===== src/rtl/if_prefetch_stage.sv =====
// Instruction-fetch prefetch stage: issues sequential fetches with one-deep
// request credit and queues {instruction, address} pairs for the decoder.
module if_prefetch_stage #(
  parameter int unsigned          ADDR_W   = 8,
  parameter int unsigned          INST_W   = 16,
  parameter int unsigned          INC      = 2,
  parameter int unsigned          DEPTH    = 4,
  parameter logic [ADDR_W-1:0]    RESET_PC = '0
) (
  input  logic                         clk,
  input  logic                         rst,
  input  logic                         freeze,
  input  logic                         branch_taken,
  input  logic [ADDR_W-1:0]            branch_addr,
  output logic                         imem_req,
  output logic [ADDR_W-1:0]            imem_addr,
  input  logic [INST_W-1:0]            imem_data,
  output logic                         inst_valid,
  input  logic                         inst_ready,
  output logic [INST_W-1:0]            instruction,
  output logic [ADDR_W-1:0]            pc,
  output logic [$clog2(DEPTH+1)-1:0]   count
);

  localparam int unsigned PW = $clog2(DEPTH);
  localparam int unsigned CW = $clog2(DEPTH+1);

  logic [ADDR_W-1:0] fetch_pc;
  logic [ADDR_W-1:0] req_addr;
  logic              inflight;
  logic [PW-1:0]     rd_ptr;
  logic [PW-1:0]     wr_ptr;
  logic [INST_W-1:0] data_mem [DEPTH];
  logic [ADDR_W-1:0] addr_mem [DEPTH];
  logic              push;
  logic              pop;
  logic [CW:0]       credit;

  // A pending response already owns a queue slot, so it counts against space.
  always_comb begin
    credit      = {1'b0, count} + {{CW{1'b0}}, inflight};
    imem_req    = !rst && !freeze && !branch_taken && (credit < (CW+1)'(DEPTH));
    imem_addr   = fetch_pc;
    push        = !rst && !branch_taken && inflight;
    inst_valid  = (count != '0);
    pop         = !rst && !branch_taken && inst_valid && inst_ready;
    instruction = data_mem[rd_ptr];
    pc          = addr_mem[rd_ptr] + ADDR_W'(INC);
  end

  always_ff @(posedge clk) begin
    if (rst) begin
      fetch_pc <= RESET_PC;
      inflight <= 1'b0;
      rd_ptr   <= '0;
      wr_ptr   <= '0;
      count    <= '0;
    end else if (branch_taken) begin
      fetch_pc <= branch_addr;
      inflight <= 1'b0;
      rd_ptr   <= '0;
      wr_ptr   <= '0;
      count    <= '0;
    end else begin
      if (imem_req)
        fetch_pc <= fetch_pc + ADDR_W'(INC);
      inflight <= imem_req;
      if (push)
        wr_ptr <= wr_ptr + PW'(1);
      if (pop)
        rd_ptr <= rd_ptr + PW'(1);
      count <= count + CW'(push) - CW'(pop);
    end
  end

  always_ff @(posedge clk) begin
    if (imem_req)
      req_addr <= fetch_pc;
    if (push) begin
      data_mem[wr_ptr] <= imem_data;
      addr_mem[wr_ptr] <= req_addr;
    end
  end

  assert property (@(posedge clk) disable iff (rst) push |-> (count != CW'(DEPTH)));

endmodule


===== config.mk =====
export PLATFORM = sky130hd
export DESIGN_NAME = if_prefetch_stage
export DESIGN_NICKNAME = d
export VERILOG_FILES = /design/src/rtl/if_prefetch_stage.sv
export SDC_FILE = /design/constraint.sdc
export NUM_CORES = 1
export LEC_CHECK = 0
export CAP_MARGIN = 25
export CORE_ASPECT_RATIO = 1.75
export CORE_MARGIN = 4
export CORE_UTILIZATION = 58
export CTS_CLUSTER_SIZE = 30
export DETAILED_ROUTE_END_ITERATION = 12
export PLACE_DENSITY = 0.84
export SLEW_MARGIN = 25
export SYNTH_ARGS = -nofsm -noshare
export SYNTH_HDL_FRONTEND = slang
export SYNTH_SLANG_ARGS = --single-unit

===== constraint.sdc =====
create_clock -name clk -period 6.1 [get_ports clk]
set_input_delay 0.61 -clock clk [delete_from_list [all_inputs] [get_ports clk]]
set_output_delay 0.61 -clock clk [all_outputs]
set_load 0.02 [all_outputs]

==> results.md, run 1 <==
- Vias in the first global route: 2724
- Finished Layout Cells: roughly 430
- PwrDens: 306 mW/mm2
- Pin count of the biggest net entering global routing: 25
- Hold Crit Depth: 0
- Dominant cells by area after synthesis: edfxtp_1, mux4_2, dfxtp_1
- Clk sinks: 122
- Util after Layout: 75.1%
- FP Rows: 43
- Worst reg-to-reg setup slack: 3840 ps
- Power share of the clock group: a little under half
- Worst Tran Pin Value: 862 ps
- Max Cap Viol: 0
- GRT Residual Overflow: 0
- DRC: 0
- Total chip power: 1.83 mW
- Max Slew Vio Count: 0
- DIE AREA: 0.00976 mm2
- WP data required: around 5500 ps
- HP Start: imem_addr[0]$_SDFFE_PP0P_
- Max VDD drop: 214 uV
- Startpoint Class: flop
- Vias: 2516
- Placed insts: about 400
- Minimum clock period after layout: 3780 ps
- Core outline area: 0.00796 mm2
- Post-route ant nets: 0
- RR Endpoint: count[2]$_SDFF_PP0_
- Global-route wire length before repair: about 14 mm
- Yosys top cell area share: 65.7%
- Cells after Synth: between 200 and 300
- # IOs: 66
- Post-Route WL: 8.46 mm
- CTS H-Tree Depth: 4
- Setup WS pre-CTS: 2690 ps
- Hold endpoint: req_addr[0]$_DFFE_PP_
- Number of buffers created by CTS: 17
- Hold Crit Class: reg -> reg
- Syn_area_per_cell: 18.7 um2
- Dominant cell type by area after synthesis: edfxtp_1
- CP max FO: 24
- Sw Share: 19.0%
- Commonest non-fill, non-tap cells in the layout: edfxtp_1, clkdlybuf4s50_1, mux4_2
- Synthesis-stage register bit count: 122
- Worst R2R Start: count[1]$_SDFF_PP0_
- Placer congestion estimate: 0.827
- Async SR Flop Fraction: 0%
- Port bufs: 65
- Final #Nets: 369
- Longest Clk Path Bufs: 2
- Logic pwr share: 3.6%
- Slew margin rel.: a little over two fifths
- RSZ-0062 raised after global routing: no
- Area Overhead vs Synth: 25.8%
- Post-CTS Setup Bufs: 0
- Starting Density: 59.7%
- Vias per inst: 5.82
- # diodes: 0
- TNS Setup: 0 ps
- Synth warnings: 0
- Switch Pwr: 347 uW
- Root Buffer: clkbuf_16
- Iter 0 DRT Violations: 150
- Antenna violations before repair: 0
- Die height: 128 um
- Internal: between 1 and 1.5 mW
- Commonest non-fill, non-tap cell in the layout: edfxtp_1
- CTS tree: built
- Layout cells sized above 1: approximately 17%
- Fin. Hold Viols: 0
- Routed wire per std cell: 19.6 um
- Drt pass-1 iters: 4
- Status: complete, no violations
- Die W: about 76 um
- Hold-fix buffers, CTS: 0
- Tcrit/Tclk final: 62.0%
- CP arrival: 3170 ps
- Post-synth top flop: edfxtp_1
- Fmax: 264 MHz
- Final setup margin: approximately 2300 ps
- Flop pwr share: 50.5%
- Clock skew: 5.96 ps
- Post-synth EDFFs: between 100 and 150
- Gates resized, CTS repair: 0
- Critical path type: reg -> out
- Final setup vio count: 0
- Total Routing Usage GR: 19.1%
- Sequential-to-total area share from yosys stat: 73.3%
- Clock transition at the registers of the reported paths: approximately 50 ps
- Syn Nets: just under 300
- Post-DP HPWL: around 5.3 mm
- Leakage Power: 1.99 nW
- Synth Cell Area: 0.00475 mm2
- Worst r2r path cells: 9
- CP Capture Type: output port
- Latest clock arrival within the worst-skew pair: roughly 400 ps
- Netlist cell types: 39
==> critical path, cell delays in order, from the launching register on <==
cell and delay (ps):
dfxtp_2 890, mux4_2 630, ha_1 270, nand3_1 140, nor2_1 80, xor2_1 140, clkdlybuf4s50_1 610
==> worst max-delay path by stage <==
stage                     to  start  slack, ps
finish                 pc[7]   flop       2320
global route           pc[7]   flop       2080
CTS                    pc[7]   flop       2240
detailed placement     pc[7]   flop       2690
global placement       pc[7]   flop       2720
floorplan           imem_req    rst       3150
==> metrics by stage <==
step	hold slack (ps)	cell area (um2)
CTS	485	5980
global route	504	5980
finish	478	5980
detailed placement	468	5480
global placement	462	5480
floorplan	459	4750
==> synthesized netlist by cell type, drive strengths merged, types with 2 or more instances <==
cell type	instances
nor3	2
nand4	3
nor2	16
mux2i	3
nand3	5
ha	9
inv	7
xnor2	5
buf	6
clkbuf	4
or3	4
edfxtp	104
xor2	4
dfxtp	18
o21ai	4
mux4	24
a311oi	5
nor4bb	2
and2	2
nand2	7
and3	5
==> sequential cells by signal, summed over array words and instances, names as in the netlist, named ones only <==
| signal | flops |
|---|---|
| data_mem | 64 |
| addr_mem | 32 |
| imem_addr | 8 |
| req_addr | 8 |
| count | 3 |
| rd_ptr | 2 |
| wr_ptr | 2 |
| inflight | 1 |
==> final cells by class <==
type	instances	area (um2)
Tap cell	90	113
Clock inverter	5	23.8
Clock buffer	26	479
Fill cell	483	1980
Multi-Input combinational cell	114	1180
Sequential cell	122	3480
Timing Repair Buffer	67	666
Inverter	8	30.0
==> power groups by stage <==
| stage | Sequential, mW | Combinational (mW) | Clock, mW |
|---|---|---|---|
| global route | 0.923 | 0.0714 | 0.891 |
| detailed placement | 0.939 | 0.0660 | 0 |
| global placement | 0.938 | 0.0643 | 0 |
| CTS | 0.923 | 0.0668 | 0.851 |
| floorplan | 0.941 | 0.0223 | 0 |
| finish | 0.923 | 0.0664 | 0.839 |
==> layer usage <==
metal	vias up	share of wire, %	track usage, %
li1	1169	-	-
met4	0	1.8	8.86
met2	76	55	34.4
met3	17	4.2	6.19
met5	-	0	0
met1	1254	39	20.2
==> kinds of logic after synthesis <==
kind of cell / synth area share [%]
flops: 73.3
simple gates: 5.90
mux: 12.2
buf+inv: 1.82
compound gates: 2.32
fa+ha+maj: 2.79
xor+xnor: 1.66
(Power assumes the default switching activity.)
==> inputs of run 2 (changes only) <==
--- a/config.mk
+++ b/config.mk
@@ -8,10 +8,10 @@
 export CAP_MARGIN = 25
 export CORE_ASPECT_RATIO = 1.75
 export CORE_MARGIN = 4
-export CORE_UTILIZATION = 58
+export CORE_UTILIZATION = 49
 export CTS_CLUSTER_SIZE = 30
 export DETAILED_ROUTE_END_ITERATION = 12
-export PLACE_DENSITY = 0.84
+export PLACE_DENSITY = 0.76
 export SLEW_MARGIN = 25
 export SYNTH_ARGS = -nofsm -noshare
 export SYNTH_HDL_FRONTEND = slang
==> constraint.sdc (replaced) <==
create_clock -name clk -period 3.31 [get_ports clk]
set_input_delay 0.331 -clock clk [delete_from_list [all_inputs] [get_ports clk]]
set_output_delay 0.331 -clock clk [all_outputs]
set_load 0.02 [all_outputs]
==> run 2 against run 1 <==
Against the previous run:
- flip-flop and latch count unchanged
- clock power up 110%
- via count grew 1.8%
- final cell count increased by 8.1%
- register-to-register slack worse by 2700 ps
- critical path type unchanged
- critical endpoint unchanged
==> results.md, run 2 (same netlist as run 1, synthesis figures left out) <==
- Post-route ant nets: 0 (unchanged)
- Largest registers: data_mem x64, addr_mem x32
- Max Slew Vio Count: 0 (unchanged)
- CP arrival: 2700 ps (-470 ps)
- Iter 0 DRT Violations: 166 (+11%)
- Logic pwr share: 3.5% (about the same)
- Root Buffer: clkbuf_16
- PwrDens: 586 mW/mm2 (+92%)
- Startpoint Class: flop
- Hold-fix buffers, CTS: 0 (unchanged)
- Critical path type: reg -> out
- Total chip power: 3.57 mW (+95%)
- CTS H-Tree Depth: 4 (unchanged)
- Leakage Power: 2.03 nW (+2.0%)
- Clock skew: 7.29 ps (+1.33 ps)
- Commonest non-fill, non-tap cells in the layout: edfxtp_1, clkdlybuf4s50_1, mux4_2
- Clk sinks: 122 (unchanged)
- Flop pwr share: 47.6% (-2.9 points)
- Sw Share: 18.6% (-0.39 points)
- Status: complete, no violations
- Pin count of the biggest net entering global routing: 25 (unchanged)
- # IOs: 66 (unchanged)
- Final setup vio count: 0 (unchanged)
- Final setup margin: 281 ps (-2040 ps)
- WP data required: 2980 ps (-2510 ps)
- Minimum clock period after layout: 3030 ps
- Tcrit/Tclk final: 91.5%
- Total Routing Usage GR: 17.8% (-1.3 points)
- Power share of the clock group: 48.9% (+3.0 points)
- Die W: 82.5 um (+7.9%)
- Vias in the first global route: 2762 (+1.4%)
- Commonest non-fill, non-tap cell in the layout: edfxtp_1
- Antenna violations before repair: 0 (unchanged)
- Reg with most FFs: data_mem
- RSZ-0062 raised after global routing: no
- CP Capture Type: output port
- Max VDD drop: 397 uV (+85%)
- Setup WS pre-CTS: 692 ps (-1990 ps)
- Fill count: 660 (+37%)
- Fmax: ~330 MHz
- CTS tree: built
- CP max FO: 8 (-67%)
- Post-Route WL: 9.32 mm (+10%)
- Latest clock arrival within the worst-skew pair: 400 ps (about the same)
- Hold Crit Class: reg -> reg
- Final #Nets: 371 (+0.54%)
- Post-CTS Setup Bufs: 0 (unchanged)
- Clock transition at the registers of the reported paths: 50 ps (about the same)
- Vias: 2561 (+1.8%)
- Slew margin rel.: 46.7% (+4.2 points)
- Port bufs: 65 (unchanged)
- Util after Layout: 64.4% (-11 points)
- FP Rows: 47 (+9.3%)
- Max Cap Viol: 0 (unchanged)
- DRC: 0 (unchanged)
- Post-DP HPWL: 5.84 mm (+9.8%)
- Gates resized, CTS repair: 0 (unchanged)
- Area Overhead vs Synth: 28.3%
- Starting Density: 50.2% (-9.5 points)
- Internal: 2.91 mW (+96%)
- Vias per inst: 5.48 (-5.8%)
- Number of buffers created by CTS: 17 (unchanged)
- Core outline area: 0.00947 mm2 (+19%)
- Routed wire per std cell: 20.0 um (+1.9%)
- Worst Tran Pin Value: 777 ps (-84.8 ps)
- Layout cells sized above 1: 17.4% (+0.72 points)
- Drt pass-1 iters: 4 (unchanged)
- Placer congestion estimate: 0.809 (-2.1%)
- Global-route wire length before repair: 14.5 mm (+4.6%)
- DIE AREA: 0.0114 mm2 (+17%)
- Worst reg-to-reg setup slack: 1120 ps (-2720 ps)
- # diodes: 0 (unchanged)
- Largest register FFs: 64 (unchanged)
- TNS Setup: 0 ps (unchanged)
- GRT Residual Overflow: 0 (unchanged)
- WHS: 462 ps (-15.7 ps)
- Longest Clk Path Bufs: 2 (unchanged)
- Switch Pwr: 665 uW (+91%)
- Fin. Hold Viols: 0 (unchanged)
- Die height: 138 um (+8.2%)
[run 2: changes by cell type in the layout (fill, tap and decap cells not counted)]
cell       previous run  this run
clkbuf_8              2         0
clkbuf_1              7         2
bufinv_16             0         3
clkinv_1              2         7
buf_4                 2         4
[run 2: worst max-delay path, cell delays in order, from the launching register on]
cell and delay (ps):
dfxtp_2 470, mux4_2 580, ha_1 230, nand3_1 110, nor2_1 70, xor2_1 190
clkdlybuf4s50_1 630
[run 2: worst paths after layout]
check	from	endpoint	cells past startpoint
min reg2reg	imem_addr[0]$_SDFFE_PP0P_	req_addr[0]$_DFFE_PP_	0
max reg2reg	count[1]$_SDFF_PP0_	count[2]$_SDFF_PP0_	9
min	imem_addr[0]$_SDFFE_PP0P_	req_addr[0]$_DFFE_PP_	0
max	flop	pc[7]	6
[run 2: per-stage QoR]
step / instances / instance area, um2
4_1_cts: 467 / 6100
5_1_grt: 467 / 6100
2_1_floorplan: 254 / 4750
3_3_place_gp: 435 / 5530
6_report: 467 / 6100
3_5_place_dp: 435 / 5530
[run 2: cell type report]
class                   count  area [um2]  share of cell area (%)
inverters                   8        30.0                   0.493
flip-flops and latches    122        3480                    57.2
well taps                 122         153                    2.50
multi-input cells         114        1180                    19.4
clock inverters            13         133                    2.18
clock buffers              19         433                    7.10
repair buffers             69         681                    11.2
[run 2: power by group through the flow]
stage | Sequential [mW] | Combinational [mW] | Clock, mW
after detailed placement | 1.73 | 0.124 | 0
after global placement | 1.73 | 0.121 | 0
after floorplan | 1.73 | 0.0411 | 0
final | 1.70 | 0.124 | 1.75
after CTS | 1.70 | 0.125 | 1.77
after global routing | 1.70 | 0.134 | 1.85
[run 2: layer usage]
metal / GRT usage (%) / part of all wire, %
met4: 9.02 / 1.8
met2: 30.5 / 58
met3: 5.14 / 4.6
met5: 0 / 0
met1: 19.2 / 36
==> inputs of run 3 (changes only) <==
==> constraint.sdc (replaced) <==
create_clock -name clk -period 3.31 [get_ports clk]
set_input_delay 0.993 -clock clk [delete_from_list [all_inputs] [get_ports clk]]
set_output_delay 0.993 -clock clk [all_outputs]
set_load 0.02 [all_outputs]
==> run 3 against run 2 <==
Against the previous run:
- combinational power increased by 3%
- die area unchanged
- register-to-register slack barely moved
- final cell count grew 3.0%
- flip-flop and latch count unchanged
==> results.md, run 3 (same netlist as run 1, synthesis figures left out) <==
- Worst r2r path cells: 9 (unchanged)
- Area Overhead vs Synth: 30.7%
- DRC: 0 (unchanged)
- Worst Tran Pin Value: 356 ps (-421 ps)
- Status: complete, no violations
- Setup WS pre-CTS: -269 ps (-962 ps)
- Logic pwr share: 3.7% (+0.2 points)
- Switch Pwr: 643 uW (-3.3%)
- Total Routing Usage GR: 16.1% (-1.7 points)
- Leakage Power: 2.15 nW (+5.9%)
- Commonest non-fill, non-tap cell in the layout: edfxtp_1
- Minimum clock period after layout: 3240 ps (+215 ps)
- Vias per inst: 5.27 (-3.9%)
- Final #Nets: 386 (+4.0%)
- RSZ-0062 raised after global routing: no
- Latest clock arrival within the worst-skew pair: 400 ps (about the same)
- Iter 0 DRT Violations: 134 (-19%)
- Longest Clk Path Bufs: 2 (unchanged)
- DIE AREA: 0.0114 mm2 (unchanged)
- Finished Layout Cells: 481 (+3.0%)
- Final setup margin: 66.1 ps (-215 ps)
- Pin count of the biggest net entering global routing: 25 (unchanged)
- Placed insts: 450 (+3.4%)
- Hold Crit Depth: 0 (unchanged)
- Post-route ant nets: 0 (unchanged)
- Hold Crit Class: reg -> reg
- CP max FO: 4 (-4)
- Power share of the clock group: 46.3% (-2.6 points)
- Final setup vio count: 0 (unchanged)
- Tcrit/Tclk final: 98.0% (+6.5 points)
- Post-Route WL: 8.08 mm (-13%)
- FP Rows: 47 (unchanged)
- Util after Layout: 65.6% (+1.2 points)
- Fmax: 308 MHz (-6.6%)
- Starting Density: 50.2% (unchanged)
- Flop pwr share: 50.0% (+2.4 points)
- Die height: 138 um (unchanged)
- Layout cells sized above 1: 22.6% (+5.2 points)
- Root Buffer: clkbuf_16
- Die W: 82.5 um (unchanged)
- Routed wire per std cell: 16.8 um (-16%)
- CTS tree: built
- Internal: 2.76 mW (-5.1%)
- Core outline area: 0.00947 mm2 (unchanged)
- Placer congestion estimate: 0.769 (-5.0%)
- Largest register FFs: 64 (unchanged)
- PwrDens: 548 mW/mm2 (-6.6%)
- Max Cap Viol: 0 (unchanged)
- CP arrival: 2250 ps (-450 ps)
- Global-route wire length before repair: 13.4 mm (-7.1%)
- # IOs: 66 (unchanged)
- Post-DP HPWL: 5.41 mm (-7.3%)
- # diodes: 0 (unchanged)
- Startpoint Class: flop
- Max VDD drop: 446 uV (+12%)
- Commonest non-fill, non-tap cells in the layout: edfxtp_1, clkdlybuf4s50_1, mux4_2
- Number of buffers created by CTS: 17 (unchanged)
- Post-route cell area: 0.00621 mm2 (+1.9%)
- CTS H-Tree Depth: 4 (unchanged)
- Slew margin rel.: 75.6% (+29 points)
- Drt pass-1 iters: 4 (unchanged)
- Clock transition at the registers of the reported paths: 50 ps (about the same)
- Total chip power: 3.40 mW (-4.8%)
- Max Slew Vio Count: 0 (unchanged)
- Critical path type: reg -> out
- GRT Residual Overflow: 0 (unchanged)
- Vias in the first global route: 2817 (+2.0%)
- Vias: 2535 (-1.0%)
- Reg with most FFs: data_mem
- Clock skew: 7.00 ps (-0.293 ps)
- Antenna violations before repair: 0 (unchanged)
- WP data required: 2320 ps (-660 ps)
- Clk sinks: 122 (unchanged)
- Largest registers: data_mem x64, addr_mem x32
- Sw Share: 18.9% (+0.29 points)
- CP Capture Type: output port
- Fill count: 664 (+0.61%)
- Dpl cell area: 0.00571 mm2 (+3.1%)
- Port bufs: 65 (unchanged)
- Fin. Hold Viols: 0 (unchanged)
run 3: cell count changes in the layout (fill, tap and decap cells not counted), sizes merged:
cell	before	now
bufinv	3	1
buf	4	20
clkinvlp	0	2
dlygate4sd2	0	11
clkbuf	19	23
clkinv	11	9
dlymetal6s2s	0	4
clkdlybuf4s50	65	46
run 3: repair_timing:
action / 4_1_cts / 5_1_grt
gates resized for setup: 20 / 12
hold endpoints to repair: 0 / 0
hold buffers: 0 / 0
endpoints found under the setup margin: 15 / 18
buffers inserted: 0 / 0
run 3: path summary, 6_finish.rpt:
check | start | endpoint | slack [ps]
max reg2reg | count[1]$_SDFF_PP0_ | count[2]$_SDFF_PP0_ | 1110
min reg2reg | imem_addr[0]$_SDFFE_PP0P_ | req_addr[0]$_DFFE_PP_ | 470
max | flop | pc[2] | 70
min | imem_addr[0]$_SDFFE_PP0P_ | req_addr[0]$_DFFE_PP_ | 470
run 3: critical path: stages (launching register included):
cell             delay [ps]
dfxtp_2                 400
mux4_2                  550
ha_1                    300
clkdlybuf4s50_1         600
run 3: cell type report:
class	instances	area (um2)	area share (%)
Clock buffer	20	437	7.03
Tap cell	122	153	2.46
Sequential cell	122	3480	56.1
Clock inverter	11	81.3	1.31
Inverter	8	30.0	0.483
Multi-Input combinational cell	114	1190	19.2
Timing Repair Buffer	84	835	13.4
run 3: per-stage QoR:
step	setup TNS [ps]	hold WS, ps
after floorplan	0	459
after global placement	-260	458
after detailed placement	-269	457
after CTS	0	474
after global routing	0	491
final	0	473
run 3: power groups by stage:
stage | registers, mW | logic (mW) | clock network, mW
after floorplan | 1.73 | 0.0419 | 0
after global placement | 1.73 | 0.127 | 0
after detailed placement | 1.73 | 0.130 | 0
after CTS | 1.70 | 0.130 | 1.61
after global routing | 1.70 | 0.139 | 1.68
final | 1.70 | 0.128 | 1.57
run 3: layer usage:
layer	vias to the layer above	GRT usage, %	wire (um)
met3	15	4.75	457
met1	1239	17.0	2960
met4	0	7.53	140
met2	83	28.3	4530
met5	-	0	0
li1	1198	-	-
==> edit, RTL diff (settings of run 3) <==
Reset style: asynchronous (`rst`), changed in one clocked block.
--- a/src/rtl/if_prefetch_stage.sv
+++ b/src/rtl/if_prefetch_stage.sv
@@ -49,5 +49,5 @@
   end
 
-  always_ff @(posedge clk) begin
+  always_ff @(posedge clk or posedge rst) begin
     if (rst) begin
       fetch_pc <= RESET_PC;
Check against the original RTL: differs if rst is asserted again (counterexample within 4 cycles, from zero or initial values and one cycle with rst high); with rst held inactive, the same outputs for 4 cycles.
==> edit against run 3 <==
Critical path depth rose by 3; wire length increased by 4.3%; total power grew 7.1%; area after synthesis up 0.82%; final area grew 1.7%; sequential cell count down 2; highest routed layer unchanged; setup slack improved by 34 ps; clock skew grew 2.0 ps; hold slack improved by 21 ps; critical path type unchanged; clock power increased by 11%; largest cell class unchanged.
==> edit: results (changes against run 3) <==
stage,metric,value,unit,change
grt,met2 Resource Use GR,28.68,%,+0.38 points
setup_path,end of the worst register-to-register path,count[2]$_DFF_PP0_,,
placed_design,DP HPWL,5870,um,+8.5%
grt,first-pass GRT wire length,13670,um,+1.8%
grt,gr usage total,16.50,%,+0.37 points
timing,actual slew at the worst max-slew pin,653.7,ps,+298.0 ps
hold_path,Min-Delay Startpoint,imem_addr[0]$_DFFE_PP0P_,,
timing,final period utilization,96.97,%,-1.0 points
final_layout,Final Net Count,383,,-0.78%
synth,Post-synth ARST share,13.33,%,+13 points
synth,ranking of synthesized cells by area,"edfxtp_1 (65%), mux4_2 (11%), dfrtp_1 (8.4%)",,
grt,vias in the first global route,2776,,-1.5%
setup_path,R2R depth,10,,+1
placed_design,GP Congestion,0.7303,,-5.0%
timing,Worst Clk Skew,8.980,ps,+1.985 ps
timing,WHS,493.6,ps,+20.57 ps
drt,routed len/inst,17.59,um,+4.7%
final_layout,layout cells sized above 1,25.21,%,+2.6 points
placed_design,placed standard-cell area,5692,um2,-0.24%
placed_design,dpl cells,444,,-1.3%
setup_path,"slowest stage cell, crit path",mux4_2,,
synth,count of cell types in the netlist,38,,-2.6%
grt,met3 Use GR,4.811,%,+0.059 points
grt,largest net degree at the start of global routing,17,,-32%
setup_path,worst-path maximum fanout,5,,+1
power,sw frac,19.98,%,+1.1 points
setup_path,crit path DAT,2220,ps,-30 ps
drt,1st-iter DRT viols,145,,+8.2%
setup_path,Worst Setup EP,pc[7],,
synth,syn_nets,287,,-2.0%
setup_path,Reg2Reg Setup Slack,1030,ps,-80 ps
grt,met1 usage,18.28,%,+1.3 points
setup_path,"slowest stage delay, CP",540,ps,-60 ps
drt,met2 wire length,4827,um,+6.7%
drt,routed length on met1,3073,um,+3.9%
drt,metal3 WL,375,um,-18%
power,worst-case vdd ir drop,0.4329,mV,-2.9%
status,status,finished clean,,
edit: cell types whose count changed after synthesis, moves of 4 or more:
cell	change
dfrtp_1	+16
nand3_1	+6
nor2_1	-8
a311oi_1	-5
dfxtp_1	-18
or4_1	+4
edit: repair_timing:
item                       in CTS  in global routing
cloned                          0                  0
pin swaps                       0                  0
setup endpoints to repair      10                 18
hold buffers                    0                  0
resized for setup              12                 15
buffers inserted                3                  0
edit: cell families (layout without fill, tap and decap cells):
| kind of cell | count (synthesis) | count (layout) | share of synthesized area [%] |
|---|---|---|---|
| buffers and inverters | 19 | 128 | 2.089 |
| AO/OA/AOI/OAI | 14 | 14 | 2.193 |
| adder cells (fa/ha/maj) | 10 | 10 | 2.768 |
| multiplexers | 26 | 26 | 11.80 |
| flip-flops | 120 | 120 | 73.52 |
| XOR/XNOR | 8 | 8 | 1.462 |
| AND/OR/NAND/NOR | 51 | 51 | 6.162 |
edit: area by class of cell:
class / count / area, um2
Multi-Input combinational cell: 109 / 1175
Tap cell: 122 / 152.6
Timing Repair Buffer: 87 / 842.1
Inverter: 9 / 33.78
Clock inverter: 10 / 91.34
Fill cell: 689 / 3209
Clock buffer: 22 / 496.7
Sequential cell: 120 / 3526
edit: worst max-delay path, delay by kind of cell, from the launching register on:
family | cells | cell delay [ps]
xor+xnor | 1 | 140
buf+inv | 2 | 360
flops | 1 | 440
mux | 1 | 540
simple gates | 2 | 340
edit: power groups by stage:
stage	sequential [mW]	clock, mW	combinational, mW
finish	1.69	1.74	0.211
global route	1.69	1.86	0.229
CTS	1.69	1.78	0.215
detailed placement	1.72	0	0.214
global placement	1.72	0	0.210
floorplan	1.73	0	0.0929
